**config.mk**
```make
export PLATFORM = sky130hd
export DESIGN_NAME = serial_adder
export DESIGN_NICKNAME = d
export VERILOG_FILES = /design/src/rtl/serial_adder_pkg.sv /design/src/rtl/full_adder.sv /design/src/rtl/serial_adder.sv
export SDC_FILE = /design/constraint.sdc
export NUM_CORES = 1
export LEC_CHECK = 0
export CORE_MARGIN = 2
export CORE_UTILIZATION = 35
export CTS_CLUSTER_DIAMETER = 100
export DETAILED_ROUTE_END_ITERATION = 8
export SYNTH_ARGS = -nofsm -noshare
export SYNTH_HDL_FRONTEND = slang
export SYNTH_SLANG_ARGS = --single-unit
```
**constraint.sdc**
```tcl
create_clock -name clk -period 1.3 [get_ports clk]
set_input_delay 0.195 -clock clk [delete_from_list [all_inputs] [get_ports clk]]
set_output_delay 0.195 -clock clk [all_outputs]
set_load 0.005 [all_outputs]
```
**src/rtl/serial_adder_pkg.sv**
```systemverilog
// Shared types and defaults for the bit-serial adder.
package serial_adder_pkg;

   localparam int DEFAULT_WIDTH = 8;

   typedef logic [0:0] state_t;

   localparam state_t IDLE = 1'b0;
   localparam state_t RUN  = 1'b1;

endpackage

```
**src/rtl/full_adder.sv**
```systemverilog
// Purpose: one-bit full adder cell that also exposes propagate and generate.
// Latency: purely combinational.
// Backpressure: none, the cell has no handshake.
module full_adder (
   input  logic a,
   input  logic b,
   input  logic c_in,
   output logic s,
   output logic c_out,
   output logic p,
   output logic g
);

   assign p     = a ^ b;
   assign g     = a & b;
   assign s     = p ^ c_in;
   assign c_out = g | (p & c_in);

endmodule

```
**src/rtl/serial_adder.sv**
```systemverilog
// Purpose: LSB-first bit-serial adder, one bit per clock; SERIAL_ADDER_OVF_EN adds the ovf output.
// Latency: start accepted at edge k gives a one-cycle done pulse after edge k+WIDTH.
// Backpressure: start is ignored while busy; start is accepted again in the done cycle.
module serial_adder
   import serial_adder_pkg::*;
#(
   parameter int WIDTH = DEFAULT_WIDTH
) (
   input  logic             clk,
   input  logic             rst_n,
   input  logic             start,
   input  logic [WIDTH-1:0] a,
   input  logic [WIDTH-1:0] b,
   input  logic             c_in,
   output logic             busy,
   output logic             done,
   output logic [WIDTH-1:0] sum,
   output logic             c_out,
   output logic             all_p
`ifdef SERIAL_ADDER_OVF_EN
   ,
   output logic             ovf
`endif
);

   localparam int CNT_W = $clog2(WIDTH) + 1;
   localparam logic [CNT_W-1:0] LAST_CNT = CNT_W'(WIDTH - 1);

   state_t           state;
   logic [CNT_W-1:0] cnt;
   logic [WIDTH-1:0] a_sh;
   logic [WIDTH-1:0] b_sh;
   logic [WIDTH-1:0] res_sh;
   logic             carry;
   logic             p_acc;

   logic             fa_s;
   logic             fa_c;
   logic             fa_p;
   logic             fa_g_unused;

   logic [WIDTH-1:0] res_next;

   full_adder u_fa (
      .a     (a_sh[0]),
      .b     (b_sh[0]),
      .c_in  (carry),
      .s     (fa_s),
      .c_out (fa_c),
      .p     (fa_p),
      .g     (fa_g_unused)
   );

   // The freshly computed bit enters at the MSB, so after WIDTH shifts the LSB sits at bit 0.
   assign res_next = {fa_s, res_sh[WIDTH-1:1]};
   assign busy     = (state == RUN);

   always_ff @(posedge clk or negedge rst_n) begin
      if (!rst_n) begin
         state  <= IDLE;
         cnt    <= '0;
         a_sh   <= '0;
         b_sh   <= '0;
         res_sh <= '0;
         carry  <= 1'b0;
         p_acc  <= 1'b0;
         done   <= 1'b0;
         sum    <= '0;
         c_out  <= 1'b0;
         all_p  <= 1'b0;
`ifdef SERIAL_ADDER_OVF_EN
         ovf    <= 1'b0;
`endif
      end else begin
         done <= 1'b0;
         case (state)
            IDLE: begin
               if (start) begin
                  a_sh  <= a;
                  b_sh  <= b;
                  carry <= c_in;
                  cnt   <= '0;
                  p_acc <= 1'b1;
                  state <= RUN;
               end
            end
            RUN: begin
               a_sh   <= {1'b0, a_sh[WIDTH-1:1]};
               b_sh   <= {1'b0, b_sh[WIDTH-1:1]};
               res_sh <= res_next;
               carry  <= fa_c;
               p_acc  <= p_acc & fa_p;
               cnt    <= cnt + CNT_W'(1);
               if (cnt == LAST_CNT) begin
                  sum   <= res_next;
                  c_out <= fa_c;
                  all_p <= p_acc & fa_p;
`ifdef SERIAL_ADDER_OVF_EN
                  // carry still holds the carry into the MSB cell at this edge
                  ovf   <= carry ^ fa_c;
`endif
                  done  <= 1'b1;
                  state <= IDLE;
               end
            end
            default: state <= IDLE;
         endcase
      end
   end

endmodule

```
* Word level (Yosys, flattened, before mapping)
Cells that the tools add are included.
** Word-level totals
- Input port bits :: 20
- Logic and storage cells :: 37
- Output and inout bits :: 12
- Bits in registers :: 42
** Operators by class
- Bitwise logic cells :: 7
- Muxes and demuxes :: 15
- $add $sub $neg :: 1
- Eq/ne operators :: 2
- Reduce and logical (&&, ||, !) cells :: 1
** Operators by type and width (count)
- 8-bit one-hot mux with 2 select lines :: 2
- 8-bit two-way mux :: 2
- 4-bit one-hot mux with 2 select lines :: 1
- 1-bit two-way mux :: 6
- 1-bit one-hot mux with 2 select lines :: 3
- 4-bit by 1-bit adder with 4-bit output (second input constant) :: 1
- 4-bit by 3-bit equality test with 1-bit output (second input constant) :: 1
- 4-bit two-way mux :: 1
- 1-bit bitwise AND :: 3
- 2-bit != test (second input constant) :: 1
- 2-bit AND reduction :: 1
- 1-bit XOR :: 2
- 1-bit inverter :: 1
- 1-bit bitwise OR :: 1

* Logic depth before layout (Yosys ltp)
- Depth in word-level cells :: 4
- Mapped depth :: 5
- Mapped depth without buffers :: 4

* By module
A second synthesis with hierarchy kept.
** Second synthesis, totals
- Cells, all modules :: 135
- Area total of the unflattened synthesis :: 1754.2 µm²
** Modules (own cells, without submodules)
- serial_adder :: area each 1721.7 µm², seq. area each 1026.0 µm², instances 1, cells each 133
- full_adder :: area each 32.5 µm², seq. area each 0.0 µm², instances 1, cells each 2

* Worst setup path after synthesis
Ideal clock, no wire load.
- Kind :: reg-to-reg
- From :: register cnt[0]
- To :: register sum[0]
- Required time :: 1.175 ns
- Arrival time :: 1.173 ns
- Path slack :: 0.002 ns
- Stages on the path, launching flop included :: 5
- Library setup time :: 0.125 ns
- Period minus slack after synthesis :: 1.298 ns
- Buffers on the path :: 1
- Path through :: dfrtp_1 > ha_1 > nand4b_4 > buf_6 > mux2_4
** On the way
- Cells in the longest elaborated chain, start to end :: 2
** RTL lines
- from (decl) :: RTL line serial_adder.sv:30 : logic [CNT_W-1:0] cnt;
- from (signal assigned) :: RTL line serial_adder.sv:93 : cnt <= cnt + CNT_W'(1);
- 4-bit by 3-bit equality test with 1-bit output :: RTL line serial_adder.sv:94 : if (cnt == LAST_CNT) begin
- 2-bit AND reduction (no line)
- to (signal assigned) :: RTL line serial_adder.sv:95 : sum <= res_next;
- to (decl) :: RTL line serial_adder.sv:17 : output logic [WIDTH-1:0] sum,
No other way between the ends.
A chain may end at the register's enable or synchronous reset.

* Worst setup path after layout
- From :: register carry
- To :: register res_sh[7]
** On the way
- Cells in the longest elaborated chain, start to end :: 1
** RTL lines
- from (decl) :: RTL line serial_adder.sv:34 : logic carry;
- from (signal assigned) :: RTL line serial_adder.sv:81 : carry <= c_in;
- 1-bit XOR :: RTL line full_adder.sv:16 : assign s = p ^ c_in;
- via fa_s :: RTL line serial_adder.sv:37 : logic fa_s;
- to (signal assigned) :: RTL line serial_adder.sv:90 : res_sh <= res_next;
- to (decl) :: RTL line serial_adder.sv:33 : logic [WIDTH-1:0] res_sh;
The timed path passes the listed nets, and every way through them passes these cells.

==> results <==
- The worst path uses 100% of the clock period.
- Across the routed clock network, the largest skew measured is 0.0103 ns.
- The sum of overflow across all layers after global routing is 0.
- Entering global routing, the biggest net connects 47 pins.
- The predominant post-synthesis flop cell is dfrtp_1.
- Measured on the finished design, the core utilization comes to between 50% and 60%.
- Compared with the post-synthesis result, the final layout area differs by 37.4%.
- Setup violations remaining at the end of the flow were counted as 1.
- The floorplan die height is between 70 and 80 um.
- The share of the Yosys chip area taken by registers is 58.5%.
- The standard cell area after detailed placement is 2210 sq um.
- Detailed routing placed a total of approximately 180 um of wire on met3.
- The H-tree was split into 2 levels.
- The largest total area in the synthesized netlist belongs to dfrtp_1.
- The post-route standard cell area excluding fillers is approximately 2400 sq um.
- The critical path's slowest cell is fa_1.
- In the routed design, unresolved DRC markers number 0.
- The die covers 5590 sq um.
- At the end of routability-driven placement, the weighted congestion stood at between 0.6 and 0.7.
- The worst reg-to-reg path cell count is 2.
- The data arrival time of the critical path is ~1.5 ns.
- After detailed routing, the met2 layer carries 1.53 mm of wire.
- The worst-case clock buffer depth is 2.
- Across the run, the number of max-cap violations was 0.
- The diode insertion count for antenna repair is 0.
- The power per standard cell area is 2040 nW/um^2.
- For this configuration, the core starts out at a cell density of a little over a third.
- The critical path required time is around 1.5 ns.
- Synthesis inferred 41 register bits.
- For this block, the via count after detailed routing is approximately 1.2k.
- Yosys mapped the design onto 20 distinct sky130hd cell types.
- The cell family contributing the most delay on the critical path is adder cells.
- The startpoint kind of the worst setup timing path is a flop.
- The number of antenna violations at the first check in global routing is 0.
- The cell sitting at the root of the clock tree is a clkbuf_8.
- Setup repair after global routing could not meet its margin everywhere.
- The critical-path maximum fanout is 2.
- TritonCTS built the clock tree.
- After detailed routing, the number of vias per cell comes to ~4.6.
- The number of flops mapped to enable cells by yosys is 0.
- The slew at the pin closest to its max-slew limit is approximately 0.4 ns.
- Counting both buffers and inverters, the worst setup path holds a total of 0.
- The number of global-route vias before repair is 1192.
- The final layout contains routed wiring with a total length of 3.34 mm.
- Routed signal wires occupy layers up through met4.
- The hold violation count in the final report is 0.
- The worst-case IR drop observed on VDD is between 0.8 and 0.9 mV.
- The first global-routing pass estimated 5.60 mm of wire.
- For this block, wires on met1 add up to 1.59 mm.
- The number of cells on the critical path is 2.
- Before CTS, the worst setup slack after placement is -0.0874 ns.
- STA classifies the critical path endpoint as a flop.
- The final reports fail on setup timing.
- After layout, the worst setup slack is -0.00351 ns.
- Counting flops with an async set or reset pin after synthesis yields a share of 100%.
- The routed wirelength normalized by instance count is 13.2 um.
- Counting instances in the post-synthesis netlist gives the leading cell types as dfrtp_1, nand2_1, o21ai_0.
- Global routing used between 10% and 20% of the available tracks.
- The clock latency on the worst-skew pair is roughly 0.30 ns.
- After synthesis, the largest area contributor takes up just under 60% of total cell area.
- In this run the remaining antenna-violating nets after routing total 0.
- The class of the tightest hold or removal check is in -> async.
- For the finished layout, the period the worst path requires is roughly 1.3 ns.
- The maximum cell stage delay along the critical path is 0.51 ns.
- The count of port buffers added during placement is 31.
- In this run the count of I/O pins placed on the die edge is 32.
- The mean cell area of the mapped netlist is approximately 13 sq um.
- The net count after synthesis is 158.
- After synthesis the cells add up to ~1800 sq um.
- The static power due to leakage is about 1.2 nW.
- The starting DRC count in detailed routing is 42.
- The flow ran to the end, but the final reports show violations.
- The achievable frequency is between 700 and 800 MHz.
- The number of nets in the layout is 210.
- The fraction of layout instances using a drive strength above 1 is between 20% and 30%.
- The die is about 75 um wide.
- The total clock buffers created by CTS is 5.
- Summing internal, switching and leakage power gives 4.93 mW.
- Final hold analysis gives a worst-case slack of about 0.36 ns.
- In the post-synthesis netlist, the biggest area contributors are dfrtp_1, mux2i_1, mux2_2, mux2_4, o21ai_0.
- The total number of clock tree sinks is 41.
- The half-perimeter wire length after placement is 2.21 mm.
- The number of slew-limit violations in the final report is 0.
- The pre-antenna-repair detailed-routing pass consisted of 4 iterations.
- The cell count after synthesis is around 140.
- The number of synthesis warnings is 0.
- By instance count, the leading cell after synthesis is dfrtp_1.
- Clock-pin slew was measured on the worst setup and hold paths at around 0.07 ns.
- The remaining max-slew budget at the tightest pin is about 74%.
- The floorplan step defined a core boundary enclosing about 4800 sq um.
- The kind of critical path is reg -> reg.
- Traced cell by cell, the critical path runs through fa_1, mux2_4.
- The floorplan has 25 rows.
[state kept, by name, summed over array words and instances, names as in the netlist, 4 cells and up]
| register | cells |
|---|---|
| b_sh | 8 |
| res_sh | 7 |
| sum | 8 |
| a_sh | 8 |
| cnt | 4 |
[placed cells by master (no fill, tap or decap), types with 2 or more instances in the layout]
cell,count
clkdlybuf4s50_1,18
dlygate4sd2_1,12
mux2i_1,17
nand2_1,18
o21ai_0,18
nand4b_4,2
mux2_4,8
nor2_1,4
buf_4,17
mux2_2,9
dfrtp_1,40
buf_12,3
a22o_1,2
clkbuf_8,6
[per-layer routing]
metal	global-route usage, %	up-vias
met4	4.76	0
met5	0	-
li1	-	568
met1	17.9	560
met3	4.95	3
met2	20.7	30
[report_power, final]
group          switching (mW)  internal, mW
clock network           0.425         0.421
logic                   0.757          1.21
registers               0.335          1.78
total                    1.52          3.41
[metrics by stage]
stage / instances / TNS [ns]
floorplan: 135 / 0
global route: 254 / -0.103
global placement: 235 / -0.664
CTS: 251 / -0.0159
detailed placement: 235 / -1.46
finish: 254 / -0.00351
[cell type report]
cell class,count,area [sq um]
multi-input combinational,86,722
inverter,1,3.75
sequential,41,1030
fill,435,2370
clock buffer,7,86.3
timing repair buffer,52,488
tap,67,83.8
[cell families (layout without fill, tap and decap cells)]
family / after synthesis / after routing / synth area share [%]
AOI/OAI and AO/OA: 20 / 20 / 6.13
buffers and inverters: 9 / 60 / 2.78
xor gates and xnor gates: 2 / 2 / 0.999
muxes: 34 / 34 / 22.1
adders and majority gates: 3 / 3 / 2.57
DFF: 41 / 41 / 58.5
and+or+nand+nor: 26 / 27 / 6.92
[worst paths after layout]
kind	startpoint	to	slack, ns
worst min register to register	b_sh[4]$_DFFE_PN0P_	b_sh[3]$_DFFE_PN0P_	0.48
max in group asynchronous	rst_n	c_out$_DFFE_PN0P_	0.48
worst min-delay path	rst_n	cnt[2]$_DFFE_PN0P_	0.36
worst max register to register	carry$_DFFE_PN0P_	res_sh[7]$_DFFE_PN0P_	-0.004
min in group clk	b_sh[4]$_DFFE_PN0P_	b_sh[3]$_DFFE_PN0P_	0.48
worst max-delay path	carry$_DFFE_PN0P_	res_sh[7]$_DFFE_PN0P_	-0.004
[worst register-to-register path, delay by kind of cell (launching register included)]
family | cells | cell delay [ns]
mux | 1 | 0.28
flops | 1 | 0.40
fa+ha+maj | 1 | 0.51
[timing repair]
action,4_1_cts,5_1_grt
hold buffers,1,0
endpoints found under the hold margin,16,0
endpoints found under the setup margin,23,13
pin swaps,2,3
setup buffers,7,3
gates resized for setup,16,2
cloned,1,0
No activity file was read; power rests on OpenSTA's default activity.
